[src/rtl/serial_subtractor_pkg.sv]
// Shared types and helpers for the serial subtractor: FSM state encoding and
// the counter-width function.
package serial_subtractor_pkg;

  typedef enum logic [1:0] {
    StIdle = 2'd0,
    StRun  = 2'd1,
    StDone = 2'd2
  } state_e;

  // Ceiling log2, never below 1 so a single-slice counter still has a bit.
  function automatic int unsigned clog2(input int unsigned v);
    int unsigned r;
    r = 0;
    while ((64'd1 << r) < 64'(v)) begin
      r++;
    end
    return (r == 0) ? 1 : r;
  endfunction

endpackage

[src/rtl/serial_subtractor_if.sv]
// Operation bus for the serial subtractor: start request, operands, handshake
// status and registered results.
interface serial_subtractor_if #(
  parameter int unsigned N = 16
);
  logic         start;
  logic [N-1:0] a;
  logic [N-1:0] b;
  logic         b_in;
  logic         ready;
  logic         busy;
  logic         done;
  logic [N-1:0] diff;
  logic         b_out;
  logic         ovf;
  logic         zero;

  modport master (
    output start, a, b, b_in,
    input  ready, busy, done, diff, b_out, ovf, zero
  );

  modport slave (
    input  start, a, b, b_in,
    output ready, busy, done, diff, b_out, ovf, zero
  );

endinterface

[src/rtl/sub_slice.sv]
// Combinational S-bit ripple-borrow subtract slice: {brw_out, d} = x - y - brw_in,
// built from one full subtractor per bit.
module sub_slice #(
  parameter int unsigned S = 4
) (
  output logic [S-1:0] d,
  output logic         brw_out,
  input  logic [S-1:0] x,
  input  logic [S-1:0] y,
  input  logic         brw_in
);

  logic [S:0] brw;

  assign brw[0] = brw_in;

  for (genvar i = 0; i < S; i++) begin : g_bit
    assign d[i]       = x[i] ^ y[i] ^ brw[i];
    // Borrow when x < y, or when they are equal and a borrow ripples in.
    assign brw[i+1]   = (~x[i] & y[i]) | (~(x[i] ^ y[i]) & brw[i]);
  end

  assign brw_out = brw[S];

endmodule

[src/rtl/serial_subtractor.sv]
// Multi-cycle subtractor: diff = a - b - b_in, S bits per clock through one shared
// slice, with a start/ready/done handshake and registered, held results.
module serial_subtractor
  import serial_subtractor_pkg::*;
#(
  parameter int unsigned N = 16,
  parameter int unsigned S = 4
) (
  input logic                clk,
  input logic                rst,
  serial_subtractor_if.slave bus
);

  localparam int unsigned L    = (S == 0) ? 1 : N / S;
  localparam int unsigned CntW = clog2(L);

  if (S < 1 || S > N) begin : g_bad_s
    $error("serial_subtractor: S must satisfy 1 <= S <= N");
  end else if ((N % S) != 0) begin : g_bad_div
    $error("serial_subtractor: N must be a multiple of S");
  end

  state_e          state_q;
  logic [CntW-1:0] cnt_q;
  logic [N-1:0]    a_q;
  logic [N-1:0]    b_q;
  logic [N-1:0]    res_q;
  logic            brw_q;
  logic            a_msb_q;
  logic            b_msb_q;
  logic [N-1:0]    diff_q;
  logic            b_out_q;
  logic            ovf_q;
  logic            zero_q;
  logic            ready_q;
  logic            busy_q;
  logic            done_q;

  logic [S-1:0]    slice_d;
  logic            brw_nxt;
  logic [N-1:0]    res_full;

  sub_slice #(
    .S (S)
  ) u_slice (
    .d       (slice_d),
    .brw_out (brw_nxt),
    .x       (a_q[S-1:0]),
    .y       (b_q[S-1:0]),
    .brw_in  (brw_q)
  );

  // New slice enters from the top, so after L slices the LSB slice sits at bit 0.
  if (S == N) begin : g_res_single
    assign res_full = slice_d;
  end else begin : g_res_shift
    assign res_full = {slice_d, res_q[N-1:S]};
  end

  always_ff @(posedge clk or posedge rst) begin
    if (rst) begin
      state_q <= StIdle;
      cnt_q   <= '0;
      a_q     <= '0;
      b_q     <= '0;
      res_q   <= '0;
      brw_q   <= 1'b0;
      a_msb_q <= 1'b0;
      b_msb_q <= 1'b0;
      diff_q  <= '0;
      b_out_q <= 1'b0;
      ovf_q   <= 1'b0;
      zero_q  <= 1'b0;
      ready_q <= 1'b1;
      busy_q  <= 1'b0;
      done_q  <= 1'b0;
    end else begin
      unique case (state_q)
        StIdle: begin
          if (bus.start) begin
            a_q     <= bus.a;
            b_q     <= bus.b;
            brw_q   <= bus.b_in;
            a_msb_q <= bus.a[N-1];
            b_msb_q <= bus.b[N-1];
            cnt_q   <= '0;
            state_q <= StRun;
            ready_q <= 1'b0;
            busy_q  <= 1'b1;
          end
        end
        StRun: begin
          a_q   <= a_q >> S;
          b_q   <= b_q >> S;
          res_q <= res_full;
          brw_q <= brw_nxt;
          cnt_q <= cnt_q + 1'b1;
          if (cnt_q == CntW'(L - 1)) begin
            state_q <= StDone;
            cnt_q   <= '0;
            busy_q  <= 1'b0;
            done_q  <= 1'b1;
            diff_q  <= res_full;
            b_out_q <= brw_nxt;
            ovf_q   <= (a_msb_q != b_msb_q) && (res_full[N-1] != a_msb_q);
            zero_q  <= (res_full == '0);
          end
        end
        StDone: begin
          state_q <= StIdle;
          done_q  <= 1'b0;
          ready_q <= 1'b1;
        end
        default: begin
          state_q <= StIdle;
          ready_q <= 1'b1;
          busy_q  <= 1'b0;
          done_q  <= 1'b0;
        end
      endcase
    end
  end

  assign bus.ready = ready_q;
  assign bus.busy  = busy_q;
  assign bus.done  = done_q;
  assign bus.diff  = diff_q;
  assign bus.b_out = b_out_q;
  assign bus.ovf   = ovf_q;
  assign bus.zero  = zero_q;

endmodule
[src/flat_wrapper.sv]
// flat-port wrapper written by rule: the top's interface ports become plain ports
module serial_subtractor_flat import serial_subtractor_pkg::*;
#(
  parameter int unsigned N = 16,
  parameter int unsigned S = 4
)
  (clk, rst, bus_start, bus_a, bus_b, bus_b_in, bus_ready, bus_busy, bus_done, bus_diff, bus_b_out, bus_ovf, bus_zero);
  serial_subtractor_if #(.N(N)) bus_i ();
  input logic clk;
  input logic rst;
  input wire logic [$bits(bus_i.start)-1:0] bus_start;
  input wire logic [$bits(bus_i.a)-1:0] bus_a;
  input wire logic [$bits(bus_i.b)-1:0] bus_b;
  input wire logic [$bits(bus_i.b_in)-1:0] bus_b_in;
  output wire logic [$bits(bus_i.ready)-1:0] bus_ready;
  output wire logic [$bits(bus_i.busy)-1:0] bus_busy;
  output wire logic [$bits(bus_i.done)-1:0] bus_done;
  output wire logic [$bits(bus_i.diff)-1:0] bus_diff;
  output wire logic [$bits(bus_i.b_out)-1:0] bus_b_out;
  output wire logic [$bits(bus_i.ovf)-1:0] bus_ovf;
  output wire logic [$bits(bus_i.zero)-1:0] bus_zero;
  assign bus_i.start = bus_start;
  assign bus_i.a = bus_a;
  assign bus_i.b = bus_b;
  assign bus_i.b_in = bus_b_in;
  assign bus_ready = bus_i.ready;
  assign bus_busy = bus_i.busy;
  assign bus_done = bus_i.done;
  assign bus_diff = bus_i.diff;
  assign bus_b_out = bus_i.b_out;
  assign bus_ovf = bus_i.ovf;
  assign bus_zero = bus_i.zero;
  serial_subtractor #(.N(N), .S(S)) u_core (.clk(clk), .rst(rst), .bus(bus_i));
endmodule
[config.mk]
export PLATFORM = sky130hd
export DESIGN_NAME = serial_subtractor_flat
export DESIGN_NICKNAME = d
export VERILOG_FILES = /design/src/rtl/serial_subtractor_pkg.sv /design/src/rtl/serial_subtractor_if.sv /design/src/rtl/sub_slice.sv /design/src/rtl/serial_subtractor.sv /design/src/flat_wrapper.sv
export SDC_FILE = /design/constraint.sdc
export NUM_CORES = 1
export LEC_CHECK = 0
export ABC_AREA = 1
export ABC_CLOCK_PERIOD_IN_PS = 7800
export CAP_MARGIN = 40
export CORE_MARGIN = 2
export CORE_UTILIZATION = 57
export CTS_CLUSTER_DIAMETER = 80
export DETAILED_ROUTE_END_ITERATION = 10
export PLACE_DENSITY = 0.85
export SLEW_MARGIN = 20
export SYNTH_ARGS = -nofsm -noshare
export SYNTH_HDL_FRONTEND = slang
export SYNTH_SLANG_ARGS = --single-unit
[constraint.sdc]
create_clock -name clk -period 7.8 [get_ports clk]
set_clock_uncertainty 0.1 [all_clocks]
set_input_delay 1.17 -clock clk [delete_from_list [all_inputs] [get_ports clk]]
set_output_delay 1.17 -clock clk [all_outputs]
set_load 0.03 [all_outputs]
* Word level (Yosys, flattened, before mapping)
Cells that the tools add are included.
** Operators by class
- Mux-type cells :: 19
- Reduce and logical (&&, ||, !) cells :: 11
- Bitwise gates (word level) :: 31
- Equal/unequal tests :: 7
- $add $sub $neg :: 1
** Operators by type and width (number)
- one-hot mux 16 bit (2 select lines) :: 2
- two-way mux 16 bit :: 2
- zero test 16 bit :: 1
- AND reduction 2 bit :: 6
- inverter 1 bit :: 11
- AND 1 bit :: 8
- two-way mux 2 bit :: 4
- one-hot mux 2 bit (2 select lines) :: 2
- XOR 1 bit :: 8
- one-hot mux 1 bit (2 select lines) :: 3
- two-way mux 1 bit :: 5
- equality test 2 bit, second input constant :: 2
- bitwise OR 1 bit :: 4
- one-hot mux 1 bit (3 select lines) :: 1
- AND reduction 3 bit :: 1
- adder 2 x 1 -> 2 bit, second input constant :: 1
- equality test 2 x 1 -> 1 bit, second input constant :: 1
- zero test 2 bit :: 1
- != test 1 bit :: 2
- != test 2 x 1 -> 1 bit, second input constant :: 1
- != test 2 bit, second input constant :: 1
- nonzero test 2 bit :: 1
- logical AND 1 bit :: 1
** Storage, ports and cells
- Input port bits :: 36
- Register bits after elaboration :: 77

* Longest topological paths before layout
- Depth after elaboration :: 11
- Depth in mapped cells :: 12

* Cells and area by module
Synthesis repeated with hierarchy kept, for this count alone.
** Second synthesis, totals
- Cell total of the unflattened synthesis :: 366
- Area total of the unflattened synthesis :: 3358.2 sq um
** Modules (own cells, without submodules)
- serial_subtractor :: cells an instance 352, area an instance 3240.6 sq um, times used 1
- sub_slice :: cells an instance 14, area an instance 117.6 sq um, times used 1

* Worst setup path after synthesis
Ideal clock, no wire load.
- Path kind :: reg2reg
- From :: reg u_core.b_q[0]
- To :: reg u_core.zero_q (netlist: u_core.bus.zero)
- Buffers on the path :: 0
- Slack :: 5275 ps
- Arrival :: 2360 ps
- Clock period less this slack :: 2525 ps
- Cell stages (with the launch flop) :: 13
- Setup time :: 65 ps
- Path through :: dfrtp_1 inv_1 fa_1 inv_1 fa_1 fa_1 inv_1 fa_1 nor2_1 nand2_1 nor2_1 nand3_1 nand2_1
** Between the ends
- Cells in the longest elaborated chain, start to end :: 10
- Elaborated cells between the ends (all ways) :: 14
** RTL lines
- from (decl) :: line serial_subtractor.sv:26 : logic [N-1:0] b_q;
- from (signal assigned) :: line serial_subtractor.sv:82 : b_q <= bus.b;
- from (signal assigned) :: line serial_subtractor.sv:94 : b_q <= b_q >> S;
- XOR 1 bit :: line sub_slice.sv:20 : assign brw[i+1] = (~x[i] & y[i]) | (~(x[i] ^ y[i]) & brw[i]);
- inverter 1 bit :: line sub_slice.sv:20
- AND 1 bit :: line sub_slice.sv:20
- bitwise OR 1 bit (*) :: line sub_slice.sv:20
- AND 1 bit (*) :: line sub_slice.sv:20
- bitwise OR 1 bit (*) :: line sub_slice.sv:20
- AND 1 bit (*) :: line sub_slice.sv:20
- bitwise OR 1 bit (*) :: line sub_slice.sv:20
- XOR 1 bit (*) :: line sub_slice.sv:18 : assign d[i] = x[i] ^ y[i] ^ brw[i];
- net u_core.slice_d[3] :: line serial_subtractor.sv:39 : logic [S-1:0] slice_d;
- zero test 16 bit (*) :: line serial_subtractor.sv:106 : zero_q <= (res_full == '0);
- to (signal assigned) :: line serial_subtractor.sv:106
- to (decl) :: line serial_subtractor.sv:34 : logic zero_q;
Mark *: on every way through the listed nets, which the timed path passes. The rest lies on a longest branch.
A chain may end at the register's enable or synchronous reset.

* Worst setup path in the final report
- From :: reg u_core.ready_q (netlist: u_core.bus.ready)
- To :: out bus_ready
** RTL lines
- from (decl) :: line serial_subtractor.sv:35 : logic ready_q;
- from (signal assigned) :: line serial_subtractor.sv:74 : ready_q <= 1'b1;
- from (signal assigned) :: line serial_subtractor.sv:88 : ready_q <= 1'b0;
- from (signal assigned) :: line serial_subtractor.sv:112 : ready_q <= 1'b1;
- to (decl) :: line flat_wrapper.sv:15 : output wire logic [$bits(bus_i.ready)-1:0] bus_ready;
No word-level cell between the ends.

==> summary by stage <==
Outcome
The run finished with clean final reports.

Pwr
The standby leakage power is slightly above 0.002 µW. Dividing total power by cell area gives a power density of ~460 nW/µm². Cell internal power was estimated by the tool at between 1000 and 1500 µW. The fraction of power spent switching nets is 41.5%. Combinational logic burns between 40 and 50% of the power.

The proportion of power drawn by flip-flops and latches is 32.4%. The worst IR drop on VDD is approximately 0.27 mV. The clock network is responsible for between 20 and 25% of the overall power. The power dissipated by switching net loads is between 800 and 900 µW.

Critical path
In this run the worst path has a maximum fanout of 2. The flop-to-flop setup slack is a little over 5 ns. The startpoint class of the critical path is a flip-flop. The largest single stage delay on the critical path is between 0.6 and 0.7 ns. STA classifies the critical path endpoint as a primary output. The depth of the most critical reg-to-reg path is 12.

Data on the critical path is required at its endpoint by 6.53 ns. Among all stages on the critical path, the largest delay is contributed by clkdlybuf4s50_1. Walking the worst path, the cells encountered are clkdlybuf4s50_1. The cell count along the critical path is 1.

Counting both buffers and inverters, the worst setup path holds a total of 1. The kind of cell with the highest combined delay along the critical path is buffers and inverters. The critical path in this run is classified as flip-flop to primary output.

The endpoint arrival time on the critical path is ~1.5 ns.

Clock tree
Clock-pin slew was measured on the worst setup and hold paths at about 0.070 ns. The maximum level of the CTS H-tree is 3. The clock passes through at most 2 buffers. TritonCTS built the clock tree. Post-CTS repair changed the size of 0 cells. The number of buffers added for setup after CTS is 0. In this run, post-CTS hold repair placed 0 buffers.

In this run the clock root is driven by a clkbuf_8. Clock latency on the worst-skew pair, taken at its later pin, is about 0.35 ns. The number of buffers created by CTS is 9.

The number of sinks on the clock net is 73.

Finish
The final antenna diode count is 0. Once layout is done, the placed cells without fillers occupy 4220 µm². The library cells used most frequently in the layout, excluding fill and tap cells, are 123 x nand2_1, 72 x dfrtp_1, 57 x clkdlybuf4s50_1. The synthesis-to-finish area growth is 24.1%. In the final design database the tool counted between 400 and 500 nets.

The ratio of cells with drive above 1 in the final layout is between 10 and 15%. The library cell used most frequently in the layout, excluding fill and tap cells, is nand2_1.

Drt
The wire length per cell is about 13 µm. The final layout contains routed wiring with a total length of 6480 µm. The remaining antenna violation count is 0. The remaining routing DRC violations is 0. The first detailed-routing pass ran for 4 iterations. The via count of the routed design is 2,541. The first routing iteration left 150 violations. In the routed layout, each cell is associated on average with a via count of 5.00.

Flow run
The count of max-cap constraint violations is 0.

Synthesis
The synthesized netlist contains 22 unique library cells. The synthesized netlist occupies a cell area of 3400 µm². Sequential elements use a little over half of the synthesized area. For this run, the number of Yosys warnings is 0.

A synthesized cell averages between 9 and 10 µm². The net count after synthesis is between 400 and 500. The register bit total from synthesis is 73. Synthesis produced between 300 and 400 cells.

Global route
The number of antenna violations at the first check in global routing is 0. After global routing the overflow that remains totals 0. The first global-routing pass estimated 11,100 µm of wire. Entering global routing, the biggest net connects between 70 and 80 pins. Global routing used 22.7% of the available tracks across all layers. The via count of the first global-routing pass was 2,476.

Die
The core area is a little under 6000 µm². The number of rows created at floorplan is 28. The count of pins on the block boundary is between 50 and 60. The die is between 80 and 90 µm tall. Measured along the x axis, the die boundary spans 81.2 µm.

The starting density of the core is between 50% and 60%. The floorplan step defined a die boundary enclosing around 6600 µm².

STA
In this run the tightest slew margin relative to its limit is about 45%. Adding up every negative setup slack in the final design gives 0 ns. Setup repair after global routing left no endpoint under its margin. The maximum achievable frequency is between 300 and 400 MHz. The transition at the pin with the smallest max-transition slack is a little over 0.8 ns. After layout, the worst path uses 35.9% of the clock period. The final count of pins violating max slew was 0. Subtracting the final worst setup slack from the clock period gives about 2.8 ns. The count of final hold-check violations is 0. Setup violations remaining at the end of the flow were counted as 0.

Min path
The worst hold path was traced through 2 stages. In this run the worst hold path is classified as flip-flop to flip-flop.

Placed design
In this run the cell area measured after placement is slightly below 4000 µm². The number of port buffers is 57. After legalization and detailed placement, the total HPWL measured ~4300 µm. The global placement routability congestion is roughly 0.8.
final cells by class:
class,instances,area (µm²)
fillers,438,1630
clock buffers,11,151
clock inverters,5,125
repair buffers,60,606
well taps,75,93.8
inverters,53,199
flip-flops and latches,73,1830
multi-input cells,231,1220
registers in the layout, summed over array words and instances (netlist names):
register and count:
u_core.bus.diff 16, u_core.bus.zero 1, u_core.cnt_q 2, u_core.b_msb_q 1, u_core.bus.ovf 1, u_core.bus.b_out 1, u_core.a_msb_q 1, u_core.a_q 16
u_core.res_q 12, u_core.state_q 2, u_core.b_q 16, u_core.bus.ready 1, u_core.bus.done 1, u_core.brw_q 1, u_core.bus.busy 1
metal layers:
layer	vias to the layer above	global-route usage (%)	wire length [µm]
li1	1272	-	-
met1	1178	27.0	2780
met2	71	39.3	3250
met3	20	3.89	255
met4	0	12.0	182
met5	-	0	0
cells in the mapped netlist:
cell type	count	area share, %
o21ai_1	46	6.8
fa_1	4	2.4
inv_1	49	5.4
nor2_8	1	0.59
dfrtp_1	72	53
buf_2	6	0.88
dfstp_2	1	0.77
o22ai_2	1	0.37
nand3_2	1	0.29
nand2_1	123	14
nand3_1	2	0.29
o21ai_2	30	7.7
nand2_8	1	0.59
nand2_4	1	0.33
inv_2	4	0.44
ha_1	1	0.37
buf_8	1	0.44
a21oi_1	1	0.15
o21ai_0	5	0.74
buf_6	10	3.3
nor2_1	13	1.4
or2_1	1	0.18
final timing paths:
kind	from	to
setup / recovery	u_core.bus.ready	bus_ready
hold / removal	u_core.bus.diff[3]	u_core.bus.diff[3]
setup reg to reg	u_core.b_q[0]	u_core.bus.zero
hold reg to reg	u_core.bus.diff[3]	u_core.bus.diff[3]
max in group asynchronous	rst	u_core.bus.ready
min in group asynchronous	rst	u_core.bus.diff[1]
kinds of logic (layout without fill, tap and decap cells):
group,Yosys count,after routing,share of synthesized area (%)
compound gates,83,83,15.7
fa+ha+maj,5,5,2.72
buf+inv,70,129,10.5
flops,73,73,53.8
simple gates,143,143,17.3
metrics by stage:
stage	total power (µW)	instances	worst slack (ns)	util, %	hold slack [ns]
finish	1950	508	5.00	72.1	0.380
global route	2110	508	4.88	72.1	0.399
global placement	1510	490	5.00	66.9	0.352
CTS	1960	507	4.98	72.0	0.384
floorplan	1380	374	4.68	-	0.346
detailed placement	1550	491	4.98	67.3	0.361
power groups by stage:
stage	clock network (µW)	registers, µW	logic [µW]
2_1_floorplan	0	714	667
3_3_place_gp	0	632	883
3_5_place_dp	0	638	912
4_1_cts	405	632	926
5_1_grt	420	650	1040
6_report	400	632	918
No activity file was read; power rests on OpenSTA's default activity.
